### config.mk
export PLATFORM = sky130hd
export DESIGN_NAME = riscv_bp_resolve_flat
export DESIGN_NICKNAME = d
export VERILOG_FILES = /design/src/rtl/riscv_bp_resolve_if.sv /design/src/rtl/riscv_bp_resolve.sv /design/src/flat_wrapper.sv
export SDC_FILE = /design/constraint.sdc
export NUM_CORES = 1
export LEC_CHECK = 0
export ABC_CLOCK_PERIOD_IN_PS = 16700
export CORE_UTILIZATION = 30
export DETAILED_ROUTE_END_ITERATION = 8
export MAX_ROUTING_LAYER = met4
export PLACE_DENSITY_LB_ADDON = 0.1
export SLEW_MARGIN = 5
export SYNTH_ARGS = -nofsm -noshare
export SYNTH_HDL_FRONTEND = slang
export SYNTH_SLANG_ARGS = --single-unit
### constraint.sdc
create_clock -name clk_i -period 16.7 [get_ports clk_i]
set_input_delay 5.01 -clock clk_i [delete_from_list [all_inputs] [get_ports clk_i]]
set_output_delay 5.01 -clock clk_i [all_outputs]
set_load 0.005 [all_outputs]
### src/rtl/riscv_bp_resolve_if.sv
// Resolve-side bundle between EX, the branch resolve block and the predictor write port.
// Statistics signals exist only when RISCV_BP_STATS_EN is defined.
interface riscv_bp_resolve_if #(
    parameter int unsigned XLEN           = 32,
    parameter int unsigned BP_GLOBAL_BITS = 2
`ifdef RISCV_BP_STATS_EN
    ,parameter int unsigned STAT_BITS     = 32
`endif
);
    logic                      ex_valid;
    logic                      ex_is_branch;
    logic                      ex_stall;
    logic                      flush;
    logic [XLEN-1:0]           ex_pc;
    logic [BP_GLOBAL_BITS-1:0] ex_bp_history;
    logic [1:0]                ex_bp_predict;
    logic                      ex_btaken;
    logic                      bp_ready;

    logic                      bu_bp_update;
    logic [XLEN-1:0]           bu_pc;
    logic [BP_GLOBAL_BITS-1:0] bu_bp_history;
    logic [1:0]                bu_bp_predict;
    logic                      bu_bp_btaken;
    logic                      bu_mispredict;
    logic [BP_GLOBAL_BITS-1:0] if_bp_history;
`ifdef RISCV_BP_STATS_EN
    logic [STAT_BITS-1:0]      stat_branches;
    logic [STAT_BITS-1:0]      stat_mispredicts;
    logic [STAT_BITS-1:0]      stat_dropped;
`endif

    modport master (
        output ex_valid, ex_is_branch, ex_stall, flush, ex_pc, ex_bp_history,
               ex_bp_predict, ex_btaken, bp_ready,
        input  bu_bp_update, bu_pc, bu_bp_history, bu_bp_predict, bu_bp_btaken,
               bu_mispredict, if_bp_history
`ifdef RISCV_BP_STATS_EN
        ,input stat_branches, stat_mispredicts, stat_dropped
`endif
    );

    modport slave (
        input  ex_valid, ex_is_branch, ex_stall, flush, ex_pc, ex_bp_history,
               ex_bp_predict, ex_btaken, bp_ready,
        output bu_bp_update, bu_pc, bu_bp_history, bu_bp_predict, bu_bp_btaken,
               bu_mispredict, if_bp_history
`ifdef RISCV_BP_STATS_EN
        ,output stat_branches, stat_mispredicts, stat_dropped
`endif
    );
endinterface

### src/rtl/riscv_bp_resolve.sv
// Branch resolve: GHR maintenance, mispredict detection and buffered predictor updates.
// Optional saturating statistics counters enabled by RISCV_BP_STATS_EN.
module riscv_bp_resolve #(
    parameter int unsigned XLEN           = 32,
    parameter int unsigned BP_GLOBAL_BITS = 2,
    parameter int unsigned UPD_DEPTH      = 4
`ifdef RISCV_BP_STATS_EN
    ,parameter int unsigned STAT_BITS     = 32
`endif
) (
    input logic               clk_i,
    input logic               rst_i,
    riscv_bp_resolve_if.slave bp
);
    localparam int unsigned AW = $clog2(UPD_DEPTH);

    typedef struct packed {
        logic [XLEN-1:0]           pc;
        logic [BP_GLOBAL_BITS-1:0] history;
        logic [1:0]                predict;
        logic                      btaken;
    } upd_t;

    upd_t                      mem [UPD_DEPTH];
    upd_t                      head;
    logic [AW:0]               wr_ptr;
    logic [AW:0]               rd_ptr;
    logic [BP_GLOBAL_BITS-1:0] ghr;
    logic [BP_GLOBAL_BITS-1:0] ghr_next;
    logic                      mispredict;
    logic                      resolve;
    logic                      miss;
    logic                      empty;
    logic                      full;
    logic                      push;
    logic                      pop;

    always_comb begin
        resolve = bp.ex_valid & bp.ex_is_branch & ~bp.ex_stall & ~bp.flush;
        miss    = bp.ex_bp_predict[1] != bp.ex_btaken;
        empty   = wr_ptr == rd_ptr;
        full    = (wr_ptr[AW] != rd_ptr[AW]) && (wr_ptr[AW-1:0] == rd_ptr[AW-1:0]);
        pop     = ~empty & bp.bp_ready;
        // A pop in the same cycle frees the slot, so a full FIFO still accepts the push.
        push    = resolve & (~full | pop);
    end

    generate
        if (BP_GLOBAL_BITS == 1) begin : g_ghr_one
            assign ghr_next = bp.ex_btaken;
        end else begin : g_ghr_shift
            assign ghr_next = {ghr[BP_GLOBAL_BITS-2:0], bp.ex_btaken};
        end
    endgenerate

    always_ff @(posedge clk_i or posedge rst_i) begin
        if (rst_i) begin
            ghr        <= '0;
            mispredict <= 1'b0;
            wr_ptr     <= '0;
            rd_ptr     <= '0;
            for (int unsigned i = 0; i < UPD_DEPTH; i++) begin
                mem[i] <= '0;
            end
        end else begin
            mispredict <= resolve & miss;
            if (resolve) begin
                ghr <= ghr_next;
            end
            if (push) begin
                mem[wr_ptr[AW-1:0]] <= '{pc: bp.ex_pc, history: bp.ex_bp_history,
                                          predict: bp.ex_bp_predict, btaken: bp.ex_btaken};
                wr_ptr <= wr_ptr + 1'b1;
            end
            if (pop) begin
                rd_ptr <= rd_ptr + 1'b1;
            end
        end
    end

    assign head             = mem[rd_ptr[AW-1:0]];
    assign bp.bu_bp_update  = pop;
    assign bp.bu_pc         = head.pc;
    assign bp.bu_bp_history = head.history;
    assign bp.bu_bp_predict = head.predict;
    assign bp.bu_bp_btaken  = head.btaken;
    assign bp.bu_mispredict = mispredict;
    assign bp.if_bp_history = ghr;

`ifdef RISCV_BP_STATS_EN
    logic [STAT_BITS-1:0] n_branches;
    logic [STAT_BITS-1:0] n_mispredicts;
    logic [STAT_BITS-1:0] n_dropped;
    logic                 drop;

    assign drop = resolve & full & ~pop;

    always_ff @(posedge clk_i or posedge rst_i) begin
        if (rst_i) begin
            n_branches    <= '0;
            n_mispredicts <= '0;
            n_dropped     <= '0;
        end else begin
            if (resolve && n_branches != '1) begin
                n_branches <= n_branches + 1'b1;
            end
            if (resolve && miss && n_mispredicts != '1) begin
                n_mispredicts <= n_mispredicts + 1'b1;
            end
            if (drop && n_dropped != '1) begin
                n_dropped <= n_dropped + 1'b1;
            end
        end
    end

    assign bp.stat_branches    = n_branches;
    assign bp.stat_mispredicts = n_mispredicts;
    assign bp.stat_dropped     = n_dropped;
`endif
endmodule

### src/flat_wrapper.sv
// flat-port wrapper written by rule: the top's interface ports become plain ports
module riscv_bp_resolve_flat 
#(
    parameter int unsigned XLEN           = 32,
    parameter int unsigned BP_GLOBAL_BITS = 2,
    parameter int unsigned UPD_DEPTH      = 4

)
  (clk_i, rst_i, bp_ex_valid, bp_ex_is_branch, bp_ex_stall, bp_flush, bp_ex_pc, bp_ex_bp_history, bp_ex_bp_predict, bp_ex_btaken, bp_bp_ready, bp_bu_bp_update, bp_bu_pc, bp_bu_bp_history, bp_bu_bp_predict, bp_bu_bp_btaken, bp_bu_mispredict, bp_if_bp_history);
  riscv_bp_resolve_if #(.XLEN(XLEN), .BP_GLOBAL_BITS(BP_GLOBAL_BITS)) bp_i ();
  input logic clk_i;
  input logic rst_i;
  input wire logic [$bits(bp_i.ex_valid)-1:0] bp_ex_valid;
  input wire logic [$bits(bp_i.ex_is_branch)-1:0] bp_ex_is_branch;
  input wire logic [$bits(bp_i.ex_stall)-1:0] bp_ex_stall;
  input wire logic [$bits(bp_i.flush)-1:0] bp_flush;
  input wire logic [$bits(bp_i.ex_pc)-1:0] bp_ex_pc;
  input wire logic [$bits(bp_i.ex_bp_history)-1:0] bp_ex_bp_history;
  input wire logic [$bits(bp_i.ex_bp_predict)-1:0] bp_ex_bp_predict;
  input wire logic [$bits(bp_i.ex_btaken)-1:0] bp_ex_btaken;
  input wire logic [$bits(bp_i.bp_ready)-1:0] bp_bp_ready;
  output wire logic [$bits(bp_i.bu_bp_update)-1:0] bp_bu_bp_update;
  output wire logic [$bits(bp_i.bu_pc)-1:0] bp_bu_pc;
  output wire logic [$bits(bp_i.bu_bp_history)-1:0] bp_bu_bp_history;
  output wire logic [$bits(bp_i.bu_bp_predict)-1:0] bp_bu_bp_predict;
  output wire logic [$bits(bp_i.bu_bp_btaken)-1:0] bp_bu_bp_btaken;
  output wire logic [$bits(bp_i.bu_mispredict)-1:0] bp_bu_mispredict;
  output wire logic [$bits(bp_i.if_bp_history)-1:0] bp_if_bp_history;
  assign bp_i.ex_valid = bp_ex_valid;
  assign bp_i.ex_is_branch = bp_ex_is_branch;
  assign bp_i.ex_stall = bp_ex_stall;
  assign bp_i.flush = bp_flush;
  assign bp_i.ex_pc = bp_ex_pc;
  assign bp_i.ex_bp_history = bp_ex_bp_history;
  assign bp_i.ex_bp_predict = bp_ex_bp_predict;
  assign bp_i.ex_btaken = bp_ex_btaken;
  assign bp_i.bp_ready = bp_bp_ready;
  assign bp_bu_bp_update = bp_i.bu_bp_update;
  assign bp_bu_pc = bp_i.bu_pc;
  assign bp_bu_bp_history = bp_i.bu_bp_history;
  assign bp_bu_bp_predict = bp_i.bu_bp_predict;
  assign bp_bu_bp_btaken = bp_i.bu_bp_btaken;
  assign bp_bu_mispredict = bp_i.bu_mispredict;
  assign bp_if_bp_history = bp_i.if_bp_history;
  riscv_bp_resolve #(.XLEN(XLEN), .BP_GLOBAL_BITS(BP_GLOBAL_BITS), .UPD_DEPTH(UPD_DEPTH)) u_core (.clk_i(clk_i), .rst_i(rst_i), .bp(bp_i));
endmodule
==> results of run 1 <==
==> layout make-up <==
cell class,count,area (sq um)
clock buffer,19,433
clock inverter,11,97.6
fill,2156,14200
inverter,4,20.0
multi-input combinational,222,2890
sequential,157,3930
tap,313,392
timing repair buffer,88,871
==> metrics by stage <==
step | util | hold slack [ns] | setup WS (ns)
finish | 0.378 | 0.473 | 5.37
global route | 0.378 | 0.508 | 5.28
CTS | 0.378 | 0.477 | 5.36
detailed placement | 0.355 | 0.462 | 5.36
global placement | 0.355 | 0.463 | 5.41
floorplan | - | 0.459 | 6.46
==> worst max-delay path, delay by kind of cell <==
kind	cells	cell delay (ns)
buf+inv	3	1.12
compound gates	1	0.20
==> power by group <==
| part | total [mW] | switching, mW | internal [mW] |
|---|---|---|---|
| sequential | 0.630 | 0.0829 | 0.547 |
| combinational | 0.610 | 0.211 | 0.399 |
| clock | 0.355 | 0.152 | 0.203 |
==> state kept, by name, indices dropped and copies added (netlist names) <==
| register | cells |
|---|---|
| u_core.mem | 148 |
| u_core.rd_ptr | 3 |
| u_core.bp.bu_mispredict | 1 |
| u_core.wr_ptr | 3 |
| u_core.bp.if_bp_history | 2 |
==> cells in the final DEF (no fill, tap or decap) <==
master and count:
dfrtp_1 155, dfrtp_2 2, xor2_1 1, nand3_4 3, nand3_1 1, clkinvlp_4 4
nand3_2 1, nand4b_4 1, buf_4 4, ha_1 5, clkdlybuf4s50_1 84, clkinv_2 4
o21ai_0 1, mux2_1 33, and2_1 1, inv_1 3, clkbuf_1 2, bufinv_16 1
o311ai_0 1, xnor2_1 6, clkinv_4 1, nand2_1 10, nand4_1 1, clkbuf_16 17
and3_1 1, mux4_2 37, mux2_4 20, nor2_1 2, inv_6 2, mux2_2 97
==> synthesized netlist by cell type <==
master / number / area share
buf_4: 1 / 0.0011
mux2_1: 33 / 0.053
xor2_1: 1 / 0.0012
mux2_2: 97 / 0.16
xnor2_1: 6 / 0.0075
nand4_1: 1 / 0.00089
dfrtp_1: 157 / 0.56
nand4b_4: 1 / 0.0034
inv_1: 4 / 0.0021
mux4_2: 37 / 0.12
o21ai_0: 1 / 0.00071
nand2_1: 10 / 0.0053
ha_1: 5 / 0.0089
buf_2: 6 / 0.0043
clkbuf_1: 2 / 0.0011
buf_1: 1 / 0.00053
buf_6: 9 / 0.014
and3_1: 1 / 0.00089
nand3_2: 1 / 0.0014
mux2_4: 20 / 0.043
nand3_4: 3 / 0.0075
nand3_1: 1 / 0.00071
buf_12: 3 / 0.0085
nor2_1: 2 / 0.0011
o311ai_0: 1 / 0.0012
and2_1: 1 / 0.00089
==> final timing paths <==
| check | endpoint | startpoint | cells after the start | slack [ns] |
|---|---|---|---|---|
| setup / recovery | bp_bu_bp_update | bp_bp_ready | 4 | 5.37 |
| hold / removal | u_core.bp.if_bp_history[1]$_DFFE_PP0P_ | u_core.bp.if_bp_history[1]$_DFFE_PP0P_ | 2 | 0.47 |
| setup reg to reg | u_core.mem[7]$_DFFE_PP0P_ | u_core.rd_ptr[1]$_DFFE_PP0P_ | 6 | 13.53 |
| hold reg to reg | u_core.bp.if_bp_history[1]$_DFFE_PP0P_ | u_core.bp.if_bp_history[1]$_DFFE_PP0P_ | 2 | 0.47 |
| max in group asynchronous | u_core.mem[90]$_DFFE_PP0P_ | rst_i | 3 | 10.06 |
| min in group asynchronous | u_core.mem[40]$_DFFE_PP0P_ | rst_i | 2 | 5.08 |
==> layer usage <==
layer / global-route usage / up-vias / wire length [um]
met3: 0.0301 / 15 / 423
met1: 0.181 / 2018 / 7230
met4: 0.0476 / 0 / 233
met2: 0.219 / 60 / 7300
li1: - / 1672 / -
met5: - / - / 0
==> cells by family (layout without fill, tap and decap cells) <==
family	after synthesis	after routing	share of synthesized area
muxes	187	187	0.369
DFF	157	157	0.558
buffers and inverters	26	122	0.0320
and+or+nand+nor	21	21	0.0220
xor gates and xnor gates	7	7	0.00870
adders and majority gates	5	5	0.00888
AOI/OAI and AO/OA	2	2	0.00195
==> run summary, run 1 <==
Once placement completed, the tool counted placed cells totaling 784. Among all stages on the critical path, the largest delay is contributed by clkdlybuf4s50_1. The post-detailed-placement cell area came out at 8100 sq um. The summed negative setup slack over all endpoints is 0 ns.

The via density per instance came out at 4.63. The final cell area excluding filler cells is 8630 sq um. The unique cell type count in the Yosys netlist is 26. The count of pins over their slew limit was 0. The repair_antennas step left the layout with diodes totalling 0.

The run finished with clean final reports. The total of hold buffers inserted after clock tree synthesis came out at 0. The static leakage came out at 3.85 nW. Clock tree synthesis inserted a total of 17 buffers. The most used cell along the critical path is clkdlybuf4s50_1. Counting every net in the synthesized netlist gives 454.

The number of instances in the synthesized netlist is 405. Buffers added to address setup during post-CTS repair amount to 0. The routed length per instance is 18.7 um. The y dimension of the die is 155 um. The routability-driven placement congestion ratio came out at 0.649.

The clock passes through at most 2 buffers. The synthesis-to-finish area growth is 22.6%. In the final design database the tool counted 539 nets. After layout, the design draws a total of 1.59 mW.

The highest clock frequency the design can meet is 88.3 MHz. The worst path in the final design needs a cycle of 11.33 ns, including I/O delays and setup. Clock latency on the worst-skew pair, taken at its later pin, is 0.42 ns. After global routing the overflow that remains totals 0. During synthesis, Yosys emitted a total of 0 warnings. For this design the top-level I/O count stands at 85.

The routed via count came out at 3765. Setup repair after global routing left no endpoint under its margin. The final layout contains routed wiring with a total length of 15.2 mm.

The critical path class is in2out. The total track usage came out at 0.140. Entering global routing, the biggest net connects 81 pins. The first detailed-routing pass ran for 4 iterations.

The worst voltage drop across the vdd grid is 0.100 mV. The tool flagged a number of max-cap violations equal to 0. The area of the die came out at 24100 sq um. The tree built by TritonCTS fans out to 157 sinks.

The path class of the lowest-slack min-delay path is reg2reg. The count of placed standard cells in the final layout, fillers left out is 814. In this run the power density over the cells is 185 nW/um^2. The number of failing hold endpoints at the final stage is 0. For the final database, setup skew stands at 0.0110 ns.

For this run, the register share of the synthesized area comes to 0.558. The total setup violations reported at the end of the flow is 0. The total of buffers placed on input and output ports came out at 84.

In this run the worst path has a maximum fanout of 4. The worst slew slack as a fraction of its limit came out at 0.303. The number of synthesized register bits came out at 157.

The count of nets left with antenna violations once routing finished came out at 0. Of the cells placed in the final design, the portion with a size suffix greater than 1 is 0.387. The core region is 22800 sq um. The DRC marker count from the first detailed-route iteration is 123. The average size of a mapped cell is 17.4 sq um. Detailed placement ended at an HPWL of 8.64 mm. CTS placed an instance of clkbuf_16 at the clock tree root. The wire length of the first global-routing pass came out at 24.3 mm. STA classifies the critical path endpoint as an output pin. After clock tree synthesis, the clock-pin slew on the worst setup and hold paths is 0.06 ns. The via count of the first global-routing pass came out at 4177. On the worst path, the slowest cell contributes a delay of 0.53 ns. The worst endpoint required time is 11.69 ns.

In this run the horizontal extent of the chip is 155 um. STA puts the critical path data arrival time at 6.32 ns. The number of antenna violations at the first check in global routing was 0. The number of rows created at floorplan came out at 55. Summing every instance area after synthesis gives 7040 sq um. TritonCTS built the clock tree. The initial utilization of the core area, before any placement, comes to 0.308. Traced cell by cell, the critical path runs through clkdlybuf4s50_1 -> o21ai_0 -> inv_1 -> clkdlybuf4s50_1. The startpoint type of the worst setup path is an input pin. The number of gates resized after CTS is 0. The fraction of the cycle the final worst path needs is 0.678. The remaining design rule violation count is 0.

CTS built an H-tree with a depth of 4. The slew of the pin with the lowest slew margin came out at 1.05 ns.
No activity file was read; power rests on OpenSTA's default activity.
==> inputs of run 2 (changes only) <==
- ABC_CLOCK_PERIOD_IN_PS: 16700 -> 11400
- clock period: 16.7 -> 11.4 ns (I/O delays scaled with it)
==> run 2 against run 1 <==
Register-to-register slack got worse by 5.0 ns. Largest cell class unchanged. Critical path type unchanged. Via count unchanged. Count of clock-buffer cells in the layout shrank 1. Final area is 0.12% higher. Worst hold slack gained 0.012 ns. Final cell count increased by 0.25%. Clock power up 48%. Global-route usage is 0.22 points higher. Combinational power rose by 44%. Highest routed layer unchanged. Sequential power is 49% higher.
==> run summary, run 2 (synthesis gave the netlist of run 1 again) <==
The flip-flop count of the largest register, all copies and words added came out at 148 (unchanged). The via count of the first global-routing pass came out at 4204 (+0.65%). The total track usage is 0.142 (+0.00223). The internal power summed over all cells came out at 1.67 mW (+45%). The routability-driven placement congestion ratio came to 0.664 (+2.4%). The global-route congestion overflow total came to 0 (unchanged).

The final HPWL from detailed placement came out at 8.72 mm (+0.84%). The met1 usage is 0.183 (+0.00209). The number of antenna violations at the first check in global routing came to 0 (unchanged).

The static leakage is 3.86 nW (+0.33%). The sequential share of power came out at 0.400 (+0.005). The number of rows created at floorplan came to 55 (unchanged).

The number of primary I/O pins came out at 85 (unchanged). The count of placed standard cells in the final layout, fillers left out is 816 (+0.25%). The clock period minus final worst setup slack came out at 8.13 ns. In this run the worst hold path is classified as reg2reg. The fraction of met3 tracks used by global routing was 0.0384 (+0.00836). More flip-flops sit in one register than any other, and that register is u_core.mem. The proportion of total power due to net switching came to 0.289 (+0.00882). The wire length of the first global-routing pass is 24.6 mm (+0.85%). The worst setup path is launched from an input pin.

Grouping stages by cell kind, the critical path spends the most delay in buffers and inverters. The highest net fanout along the worst path came out at 4 (unchanged). The most frequent standard cell in the layout excluding fill and tap cells is dfrtp_1. Setup repair after global routing left no endpoint under its margin. The share of the core filled with cells in the final layout was 0.378 (+0.000438). The number of buffer and inverter instances along the worst setup path is 3 (unchanged). The part of the power in combinational logic came to 0.376 (-0.006). The cell count after placement came out at 784 (unchanged). The number of failing hold endpoints at the final stage came to 0 (unchanged). The count of pins over their slew limit is 0 (unchanged). The power per cell area came out at 271 nW/um^2 (+47%).

The via density per instance came to 4.61 (-0.25%). The number of fillers in the final layout is 2182 (+1.2%). The clock power share is 0.224 (+0.002). The fraction of the cycle the final worst path needs is 0.713.

The total setup violations reported at the end of the flow is 0 (unchanged). The slew of the pin with the lowest slew margin is 1.07 ns (+0.0207 ns). In this run the worst setup path begins at bp_bp_ready.

The number of violations of the max-capacitance limit was 0 (unchanged). The antenna diode count came to 0 (unchanged). The cell that appears most often on the critical path is clkdlybuf4s50_1. The data arrival time at the worst-slack endpoint was 4.71 ns (-1.61 ns). The type of destination of the critical path is an output pin. The total of buffers placed on input and output ports came to 84 (unchanged). The remaining design rule violation count came to 0 (unchanged). The core box area was 22800 sq um (unchanged). The total of hold buffers inserted after clock tree synthesis is 0 (unchanged). The maximum single-stage delay on the critical path is 0.52 ns (about the same).

The number of nets in the final layout came out at 539 (unchanged). The worst slew slack as a fraction of its limit is 0.289 (-0.0138). The total detailed-routing wirelength is 15.2 mm (about the same). The run finished with clean final reports. The largest registers in the layout are u_core.mem (148), u_core.rd_ptr (3), u_core.wr_ptr (3). The y dimension of the die came out at 155 um (unchanged). The number of clock sinks is 157 (unchanged).

The number of buffers between clock root and the deepest sink came to 2 (unchanged). The TritonCTS buffer count came out at 17 (unchanged). The level count of the clock H-tree is 4 (unchanged). Leaving out fill and tap cells, the most frequent cells in the layout are dfrtp_1, mux2_2, clkdlybuf4s50_1, mux4_2, mux2_1. The setup path with the least slack is of type in2out. met2 is the most crowded layer. The met2 track demand over resource is 0.216 (-0.00236).

The number of gates resized after CTS was 0 (unchanged). In this run the clock root is driven by a clkbuf_16. TritonCTS built the clock tree.

The effective utilization at floorplan is 0.308 (unchanged). The routed length per instance is 18.6 um (-0.31%). The area of the die is 24100 sq um (unchanged). The post-CTS setup repair buffer count was 0 (unchanged). In this run the critical register-to-register path is launched from u_core.rd_ptr[0]$_DFFE_PP0P_. The clock slew seen by the registers of the worst setup and hold paths came out at 0.07 ns (about the same). The worst endpoint required time came out at 7.98 ns (-3.71 ns).

The iteration count of the initial detailed-routing pass is 5 (+1). The power spent charging and discharging nets is 0.677 mW (+52%). Traced cell by cell, the critical path runs through clkdlybuf4s50_1 -> o21ai_0 -> inv_1 -> clkdlybuf4s50_1. The horizontal die dimension is 155 um (unchanged). The DRC marker count from the first detailed-route iteration came out at 151 (+23%). The clock insertion delay at the later pin of the skew report is 0.43 ns (about the same). The worst voltage drop across the vdd grid is 0.100 mV (-0.29%).

The highest clock frequency the design can meet came out at 123 MHz. Among all stages on the critical path, the largest delay is contributed by clkdlybuf4s50_1. The startpoint identified for the worst hold timing path is u_core.bp.if_bp_history[1]$_DFFE_PP0P_. The routed via count came to 3765 (unchanged). The summed negative setup slack over all endpoints is 0 ns (unchanged). The number of nets with antenna violations after detailed routing came out at 0 (unchanged). The pin count of the biggest net entering global routing is 85 (+4.9%). The worst clock skew on the final layout came out at 0.0112 ns (+0.000171 ns). The share of final-layout standard cells stronger than drive strength 1 was 0.392 (+0.00442). The synthesis-to-finish area growth came out at 22.7%.
## run 2: changes by cell type in the layout (fill, tap and decap cells not counted)
cell,delta
clkinv_2,-1
inv_6,+4
bufinv_16,-1
clkinvlp_4,-2
clkinv_4,+2
inv_8,+1
clkbuf_1,-1
## run 2: cell type report
class | instances | area, sq um | area share
Clock buffer | 18 | 429 | 0.0496
Sequential cell | 157 | 3930 | 0.455
Inverter | 4 | 20.0 | 0.00232
Tap cell | 313 | 392 | 0.0453
Clock inverter | 14 | 111 | 0.0129
Multi-Input combinational cell | 222 | 2890 | 0.334
Timing Repair Buffer | 88 | 871 | 0.101
## run 2: final timing paths
kind,end,slack (ns),depth (start not counted)
max,bp_bu_bp_update,3.27,4
min,u_core.bp.if_bp_history[1]$_DFFE_PP0P_,0.48,2
max reg2reg,u_core.mem[30]$_DFFE_PP0P_,8.48,6
min in group asynchronous,u_core.mem[114]$_DFFE_PP0P_,3.47,2
max in group asynchronous,u_core.mem[53]$_DFFE_PP0P_,6.40,3
min reg2reg,u_core.bp.if_bp_history[1]$_DFFE_PP0P_,0.48,2
## run 2: metal layers
layer / wire, um / vias up
li1: - / 1675
met1: 7080 / 2006
met2: 7270 / 68
met3: 594 / 16
met4: 236 / 0
met5: 0 / -
## run 2: through the flow
step | worst slack, ns | total power [mW] | instance area (sq um) | hold slack (ns)
finish | 3.27 | 2.34 | 8640 | 0.484
global route | 3.20 | 2.50 | 8640 | 0.501
CTS | 3.26 | 2.39 | 8640 | 0.490
detailed placement | 3.28 | 1.84 | 8100 | 0.473
global placement | 3.28 | 1.82 | 8100 | 0.462
floorplan | 3.75 | 1.46 | 7040 | 0.459
## run 2: tightest hold or removal path, stage by stage (launching register included)
cell and delay [ns]:
dfrtp_1 0.35, nand2_1 0.05, nand2_1 0.06
## run 2: power groups by stage
stage / Clock, mW / Combinational, mW / Sequential, mW
after floorplan: 0 / 0.567 / 0.892
after global placement: 0 / 0.883 / 0.936
after detailed placement: 0 / 0.897 / 0.947
after CTS: 0.548 / 0.901 / 0.939
after global routing: 0.575 / 0.951 / 0.971
final: 0.526 / 0.880 / 0.938
